==> src/rtl/uart_pkg.sv <==
// uart_pkg: parity-mode constants, receive state encoding and parameter
// legality checks shared by the UART receive path.
package uart_pkg;

    localparam int PARITY_NONE = 0;
    localparam int PARITY_ODD  = 1;
    localparam int PARITY_EVEN = 2;

    typedef enum logic [2:0] {
        ST_IDLE   = 3'd0,
        ST_START  = 3'd1,
        ST_DATA   = 3'd2,
        ST_PARITY = 3'd3,
        ST_STOP   = 3'd4
    } rx_state_t;

    function automatic bit params_legal(
        input int data_bits,
        input int oversample,
        input int parity_mode,
        input int stop_bits
    );
        return (data_bits >= 5) && (data_bits <= 9)
            && (oversample >= 4) && ((oversample % 2) == 0)
            && (parity_mode >= PARITY_NONE)
            && (parity_mode <= PARITY_EVEN)
            && (stop_bits >= 1) && (stop_bits <= 2);
    endfunction

endpackage

==> src/rtl/uart_rx_deframer_if.sv <==
// uart_rx_deframer_if: received word, error flags and the valid/ack
// handshake between the deframer (master) and its consumer (slave).
interface uart_rx_deframer_if #(
    parameter int DATA_BITS = 8
);
    logic [DATA_BITS-1:0] DataParl;
    logic                 DataValid;
    logic                 DataAck;
    logic                 ParityError;
    logic                 FrameError;
    logic                 Overrun;

    modport master (
        output DataParl, DataValid, ParityError, FrameError, Overrun,
        input  DataAck
    );

    modport slave (
        input  DataParl, DataValid, ParityError, FrameError, Overrun,
        output DataAck
    );
endinterface

==> src/rtl/uart_rx_sampler.sv <==
// uart_rx_sampler: two-flop line synchroniser and bit sampler.
// UART_RX_MAJORITY_EN selects a 2-of-3 vote around mid-bit.
module uart_rx_sampler #(
    parameter  int OVERSAMPLE = 16,
    localparam int CW         = $clog2(OVERSAMPLE)
) (
    input  logic          clk,
    input  logic          rst_n,
    input  logic          line,
    input  logic [CW-1:0] cnt,
    output logic          rx,
    output logic          bit_val,
    output logic          strobe
);
    localparam int M = OVERSAMPLE / 2;

    logic s1;
    logic s2;

    always_ff @(posedge clk) begin
        if (!rst_n) begin
            s1 <= 1'b1;
            s2 <= 1'b1;
        end else begin
            s1 <= line;
            s2 <= s1;
        end
    end

    assign rx = s2;

`ifdef UART_RX_MAJORITY_EN
    // h1/h2 hold rx from one and two cycles back, i.e. offsets M and M-1
    logic h1;
    logic h2;

    always_ff @(posedge clk) begin
        if (!rst_n) begin
            h1 <= 1'b1;
            h2 <= 1'b1;
        end else begin
            h1 <= s2;
            h2 <= h1;
        end
    end

    assign bit_val = (s2 & h1) | (s2 & h2) | (h1 & h2);
    assign strobe  = (cnt == CW'(M + 1));
`else
    assign bit_val = s2;
    assign strobe  = (cnt == CW'(M));
`endif

endmodule

==> src/rtl/uart_rx_deframer.sv <==
// uart_rx_deframer: parametrised UART receive deframer with valid/ack
// output handshake; UART_RX_MAJORITY_EN enables 3-sample bit voting.
module uart_rx_deframer
    import uart_pkg::*;
#(
    parameter int DATA_BITS   = 8,
    parameter int OVERSAMPLE  = 16,
    parameter int PARITY_MODE = 0,
    parameter int STOP_BITS   = 1
) (
    input  logic               BaudOut,
    input  logic               ResetN,
    input  logic               DataTx,
    input  logic               RxEnable,
    output logic               Busy,
    uart_rx_deframer_if.master bus
);
    localparam int CW = $clog2(OVERSAMPLE);
    localparam logic [CW-1:0] LAST_TICK = CW'(OVERSAMPLE - 1);

    if (!params_legal(DATA_BITS, OVERSAMPLE, PARITY_MODE, STOP_BITS))
    begin : g_bad_params
        $fatal(1, "uart_rx_deframer: illegal parameter set");
    end

    rx_state_t            state;
    rx_state_t            state_nxt;
    logic [CW-1:0]        cnt;
    logic [3:0]           bit_idx;
    logic [DATA_BITS-1:0] shreg;
    logic                 pe_pend;
    logic                 fe_pend;
    logic                 rx;
    logic                 bit_val;
    logic                 strobe;
    logic                 wrap;
    logic                 last_data;
    logic                 start_det;
    logic                 shift_en;
    logic                 par_chk;
    logic                 stop_chk;
    logic                 commit;
    logic                 exp_par;

    uart_rx_sampler #(
        .OVERSAMPLE(OVERSAMPLE)
    ) u_sampler (
        .clk    (BaudOut),
        .rst_n  (ResetN),
        .line   (DataTx),
        .cnt    (cnt),
        .rx     (rx),
        .bit_val(bit_val),
        .strobe (strobe)
    );

    assign wrap      = (cnt == LAST_TICK);
    assign last_data = (bit_idx == 4'(DATA_BITS - 1));
    assign exp_par   = (PARITY_MODE == PARITY_ODD) ? ~^shreg : ^shreg;
    assign Busy      = (state != ST_IDLE);

    always_ff @(posedge BaudOut) begin
        if (!ResetN) state <= ST_IDLE;
        else         state <= state_nxt;
    end

    always_comb begin
        state_nxt = state;
        start_det = 1'b0;
        shift_en  = 1'b0;
        par_chk   = 1'b0;
        stop_chk  = 1'b0;
        commit    = 1'b0;
        unique case (state)
            ST_IDLE: begin
                if (!rx && RxEnable) begin
                    start_det = 1'b1;
                    state_nxt = ST_START;
                end
            end
            ST_START: begin
                if (strobe && bit_val) state_nxt = ST_IDLE;
                else if (wrap)         state_nxt = ST_DATA;
            end
            ST_DATA: begin
                shift_en = strobe;
                if (wrap && last_data)
                    state_nxt = (PARITY_MODE != PARITY_NONE)
                              ? ST_PARITY : ST_STOP;
            end
            ST_PARITY: begin
                par_chk = strobe;
                if (wrap) state_nxt = ST_STOP;
            end
            ST_STOP: begin
                stop_chk = strobe;
                // commit on the last stop decision so the next start edge is not missed
                if (strobe && bit_idx == 4'(STOP_BITS - 1)) begin
                    commit    = 1'b1;
                    state_nxt = ST_IDLE;
                end
            end
            default: state_nxt = ST_IDLE;
        endcase
    end

    always_ff @(posedge BaudOut) begin
        if (!ResetN) begin
            cnt     <= '0;
            bit_idx <= '0;
            shreg   <= '0;
            pe_pend <= 1'b0;
            fe_pend <= 1'b0;
        end else begin
            if (state == ST_IDLE) cnt <= start_det ? CW'(1) : '0;
            else                  cnt <= wrap ? '0 : cnt + 1'b1;

            unique case (state)
                ST_DATA: if (wrap) bit_idx <= last_data ? '0 : bit_idx + 1'b1;
                ST_STOP: if (wrap) bit_idx <= bit_idx + 1'b1;
                default: bit_idx <= '0;
            endcase

            if (shift_en) shreg <= {bit_val, shreg[DATA_BITS-1:1]};

            if (start_det) begin
                pe_pend <= 1'b0;
                fe_pend <= 1'b0;
            end else begin
                if (par_chk)              pe_pend <= (bit_val != exp_par);
                if (stop_chk && !bit_val) fe_pend <= 1'b1;
            end
        end
    end

    always_ff @(posedge BaudOut) begin
        if (!ResetN) begin
            bus.DataParl    <= '0;
            bus.DataValid   <= 1'b0;
            bus.ParityError <= 1'b0;
            bus.FrameError  <= 1'b0;
            bus.Overrun     <= 1'b0;
        end else if (commit) begin
            bus.DataParl    <= shreg;
            bus.ParityError <= pe_pend;
            bus.FrameError  <= fe_pend | ~bit_val;
            bus.DataValid   <= 1'b1;
            if (bus.DataValid && !bus.DataAck) bus.Overrun <= 1'b1;
        end else if (bus.DataAck) begin
            bus.DataValid <= 1'b0;
        end
    end

endmodule

==> src/flat_wrapper.sv <==
// flat-port wrapper written by rule: the top's interface ports become plain ports
module uart_rx_deframer_flat import uart_pkg::*;
#(
    parameter int DATA_BITS   = 8,
    parameter int OVERSAMPLE  = 16,
    parameter int PARITY_MODE = 0,
    parameter int STOP_BITS   = 1
)
  (BaudOut, ResetN, DataTx, RxEnable, Busy, bus_DataParl, bus_DataValid, bus_ParityError, bus_FrameError, bus_Overrun, bus_DataAck);
  uart_rx_deframer_if #(.DATA_BITS(DATA_BITS)) bus_i ();
  input  logic BaudOut;
  input  logic ResetN;
  input  logic DataTx;
  input  logic RxEnable;
  output logic Busy;
  output wire logic [$bits(bus_i.DataParl)-1:0] bus_DataParl;
  output wire logic [$bits(bus_i.DataValid)-1:0] bus_DataValid;
  output wire logic [$bits(bus_i.ParityError)-1:0] bus_ParityError;
  output wire logic [$bits(bus_i.FrameError)-1:0] bus_FrameError;
  output wire logic [$bits(bus_i.Overrun)-1:0] bus_Overrun;
  input wire logic [$bits(bus_i.DataAck)-1:0] bus_DataAck;
  assign bus_DataParl = bus_i.DataParl;
  assign bus_DataValid = bus_i.DataValid;
  assign bus_ParityError = bus_i.ParityError;
  assign bus_FrameError = bus_i.FrameError;
  assign bus_Overrun = bus_i.Overrun;
  assign bus_i.DataAck = bus_DataAck;
  uart_rx_deframer #(.DATA_BITS(DATA_BITS), .OVERSAMPLE(OVERSAMPLE), .PARITY_MODE(PARITY_MODE), .STOP_BITS(STOP_BITS)) u_core (.BaudOut(BaudOut), .ResetN(ResetN), .DataTx(DataTx), .RxEnable(RxEnable), .Busy(Busy), .bus(bus_i));
endmodule
==> config.mk <==
export PLATFORM = sky130hd
export DESIGN_NAME = uart_rx_deframer_flat
export DESIGN_NICKNAME = d
export VERILOG_FILES = /design/src/rtl/uart_pkg.sv /design/src/rtl/uart_rx_deframer_if.sv /design/src/rtl/uart_rx_sampler.sv /design/src/rtl/uart_rx_deframer.sv /design/src/flat_wrapper.sv
export SDC_FILE = /design/constraint.sdc
export NUM_CORES = 1
export LEC_CHECK = 0
export BUFFER_PORTS_ARGS = -buffer_cell sky130_fd_sc_hd__buf_2
export CORE_MARGIN = 2
export CORE_UTILIZATION = 45
export CTS_BUF_LIST = sky130_fd_sc_hd__clkbuf_16
export DETAILED_ROUTE_END_ITERATION = 16
export PLACE_DENSITY = 0.73
export SLEW_MARGIN = 10
export SYNTH_ARGS = -nofsm -noshare
export SYNTH_HDL_FRONTEND = slang
export SYNTH_HIERARCHICAL = 1
export SYNTH_SLANG_ARGS = --single-unit
==> constraint.sdc <==
create_clock -name BaudOut -period 2.2 [get_ports BaudOut]
set_input_delay 0.44 -clock BaudOut [delete_from_list [all_inputs] [get_ports BaudOut]]
set_output_delay 0.44 -clock BaudOut [all_outputs]
set_load 0.005 [all_outputs]
==> parameters.txt <==
Parameter                              Value

Run status
  Run status ... completed

Synthesis
  Prevailing post-synth register cell ... sky130_fd_sc_hd__dfxtp_1
  Mapped Area ... 1640 µm²
  Largest cells by area after synthesis ... sky130_fd_sc_hd__dfxtp_1, sky130_fd_sc_hd__mux2i_1, sky130_fd_sc_hd__nor2b_1
  Post-synthesis instance total ... 160
  Register bit total from synthesis ... 35
  Proportion of netlist area held by the largest area contributor ... 0.428
  Top-count cell post-synth ... sky130_fd_sc_hd__dfxtp_1
  Avg Synthesized Cell Area ... 10.2 µm²
  Commonest cells post-synth ... sky130_fd_sc_hd__dfxtp_1, sky130_fd_sc_hd__mux2i_1, sky130_fd_sc_hd__nor2b_1, sky130_fd_sc_hd__nor2_1, sky130_fd_sc_hd__nand2_1
  Part of the Yosys area used for sequential elements ... 0.428
  Count of different cell masters after synthesis ... 41
  Number of nets produced by synthesis ... between 150 and 200
  Share of flip-flops with an asynchronous set or reset ... 0
  Yosys top cell by area ... sky130_fd_sc_hd__dfxtp_1
  Number of enable flip-flop cells after synthesis ... 0
  Number of warnings reported in the yosys synthesis log ... 6

Routing
  Ratio of routed vias to standard cells ... 5.22
  Per-cell routed wire length ... roughly 13 µm
  Starting DRC count in detailed routing ... 60
  Number of design rule violations left after detail routing ... 0
  Total length of routed wires ... 2.84 mm
  Final antenna-violating net count ... 0
  1st-pass router iterations ... 4
  Via count of the routed design ... 1158

Power and ir drop
  Pleak ... slightly below 0.8 nW
  Net switching share of the total power ... 0.181
  Cell area power density ... 767 nW/µm²
  P_sw ... approximately 260 µW
  Total power after layout ... 1.44 mW
  Max rail drop VDD ... roughly 0.00036 V
  Power share of the combinational group ... 0.019
  Internal cell power ... approximately 1.2 mW
  Proportion of power drawn by flip-flops and latches ... 0.446
  Part of the total power dissipated in the clock network ... 0.535

Timing
  RSZ-0062 raised after global routing ... no
  Number of slew-limit violations in the final report ... 0
  Worst slew pin tran ... 479 ps
  Final Cycle Share ... 0.797
  Shortest period the worst path allows ... about 1800 ps
  Count of final setup violators ... 0
  Number of failing hold endpoints at the final stage ... 0
  Fmax achieved ... approximately 570 MHz
  Setup_tns ... 0 ps
  Worst clock skew ... approximately 3.6 ps
  Worst hold slack across all endpoints ... 342 ps
  Relative slew margins ... 0.681

Critical path
  Category of the worst setup path capture point ... output pin
  Startpoint type of the worst setup path ... register
  Slowest stage delay, CP ... 430 ps
  Slowest stage cell on the critical path ... sky130_fd_sc_hd__nor3_1
  Data required, critical path ... 1760 ps
  Cell family contributing the most delay on the critical path ... simple AND/OR/NAND/NOR gates
  Critical Setup Path Class ... reg -> out
  Crit path buf inv count ... 2
  Cell breakdown of the critical path ... nor3_1, inv_1, buf_2
  Maximum fanout count along the critical path ... 10
  CP arrival ... 1310 ps

Global route
  Met3 Use GR ... 0.0458
  Met2 Use GR ... 0.258
  Pin count of the biggest net entering global routing ... 35
  Met1 Track Usage GR ... 0.189
  Number of global-route vias before repair ... 1098
  Tot GR Track Use ... 0.158
  Overflow left after global routing ... 0
  Number of antenna violations at the first check in global routing ... 0
  Global-route wire length before repair ... around 5.0 mm
  GR peak layer ... met2

Clock tree
  CTS sink cnt ... 35
  Htree depth ... 2
  # resized after CTS ... 0
  Clock-pin slew on the worst setup and hold paths ... 50 ps
  Total clock buffers created by CTS ... 5
  Number of buffers on the longest clock path ... 2
  Clock Root Buffer ... sky130_fd_sc_hd__clkbuf_16
  TritonCTS clock tree ... done
  CTS Hold Bufs ... 0
  Number of buffers inserted by post-CTS setup repair ... 0
  Skew-Pair Late Insertion Delay ... 280 ps

Final layout
  Layout overhead on the synthesized area ... 14.8%
  Fraction of layout instances using a drive strength above 1 ... 0.170
  Total number of nets in the final design ... 183
  # diodes ... 0
  Filler-free cell count of the finished design ... 222
  Final core utilization ... 0.550

Flow run
  Max-cap violations ... 0

Worst hold path
  Worst hold-check path type ... in -> reg

Place
  Routability cong. ... 0.824
  HPWL after DPL ... slightly below 2 mm
  Port bufs ... 17
  Number of cells after detailed placement ... 214

Floorplan
  Initial Utilization ... 0.479
  Area of the die ... 4130 µm²
  Placement Rows ... 21
  Boundary pin count ... 18
  Core region area ... 3420 µm²
  Die Height ... 64.3 µm
  Chip width ... 64.3 µm
==> metrics by stage <==
step,cell area [µm²],setup WS (ps)
floorplan,1640,490
global placement,1710,525
detailed placement,1710,472
CTS,1880,433
global route,1880,322
finish,1880,446
==> final cells by class <==
type                            instances  area [µm²]
Fill cell                             320        1540
Multi-Input combinational cell        109         841
Clock buffer                            5         125
Sequential cell                        35         701
Clock inverter                          3        38.8
Timing Repair Buffer                   18        92.6
Inverter                                6        22.5
Tap cell                               46        57.6
==> registers in the layout (all words and copies together) (netlist names) <==
signal                    flops
u_core/shreg                  8
u_core/bit_idx                4
u_core/u_sampler/bit_val      1
u_core/bus.DataValid          1
u_core/bus.FrameError         1
u_core/fe_pend                1
u_core/bus.ParityError        1
u_core/pe_pend                1
u_core/state                  3
u_core/cnt                    4
u_core/bus.DataParl           8
u_core/bus.Overrun            1
u_core/u_sampler/s1           1
==> final timing paths <==
check	from	slack [ps]	endpoint	cells past startpoint
setup reg to reg	u_core/cnt[1]	450	u_core/shreg[1]	5
setup / recovery	u_core/state[2]	450	Busy	3
hold / removal	DataTx	340	u_core/u_sampler/s1	2
hold reg to reg	u_core/u_sampler/s1	400	u_core/u_sampler/bit_val	1
==> power groups by stage <==
stage	registers, mW	clock network (mW)	logic (mW)
floorplan	0.653	0	0.0224
global placement	0.655	0	0.0267
detailed placement	0.655	0	0.0273
CTS	0.641	0.791	0.0275
global route	0.642	0.824	0.0301
finish	0.642	0.771	0.0271
==> placed cells by master, fill, tap and decap left out, drive strengths merged, types with 3 or more instances in the layout <==
| cell | instances |
|---|---|
| xor2 | 4 |
| nor2 | 8 |
| a21oi | 4 |
| mux2i | 18 |
| xnor2 | 4 |
| clkbuf | 5 |
| nand3 | 5 |
| nand2 | 7 |
| ha | 3 |
| a21boi | 3 |
| nor2b | 17 |
| inv | 6 |
| dfxtp | 35 |
| nand2b | 3 |
| buf | 18 |
| a31oi | 3 |
==> layer usage <==
layer / share of wire / up-vias
met2: 0.48 / 32
met1: 0.46 / 543
met4: 0.019 / 0
met3: 0.045 / 7
met5: 0 / -
li1: - / 576
==> worst reg2reg max path, stage by stage (launching register included) <==
cell	delay [ps]
sky130_fd_sc_hd__dfxtp_1	330
sky130_fd_sc_hd__nor4b_2	310
sky130_fd_sc_hd__and3b_2	250
sky130_fd_sc_hd__and2_1	420
sky130_fd_sc_hd__mux2i_1	270
sky130_fd_sc_hd__nor2b_1	60
==> logic make-up after synthesis <==
| kind of cell | count (synthesis) | synth area share |
|---|---|---|
| and+or+nand+nor | 60 | 0.236 |
| muxes | 18 | 0.110 |
| adders and majority gates | 3 | 0.0230 |
| xor gates and xnor gates | 10 | 0.0704 |
| buffers and inverters | 16 | 0.0574 |
| DFF | 35 | 0.428 |
| AOI/OAI and AO/OA | 18 | 0.0742 |
Note: power is estimated with default switching activity, not from simulation.
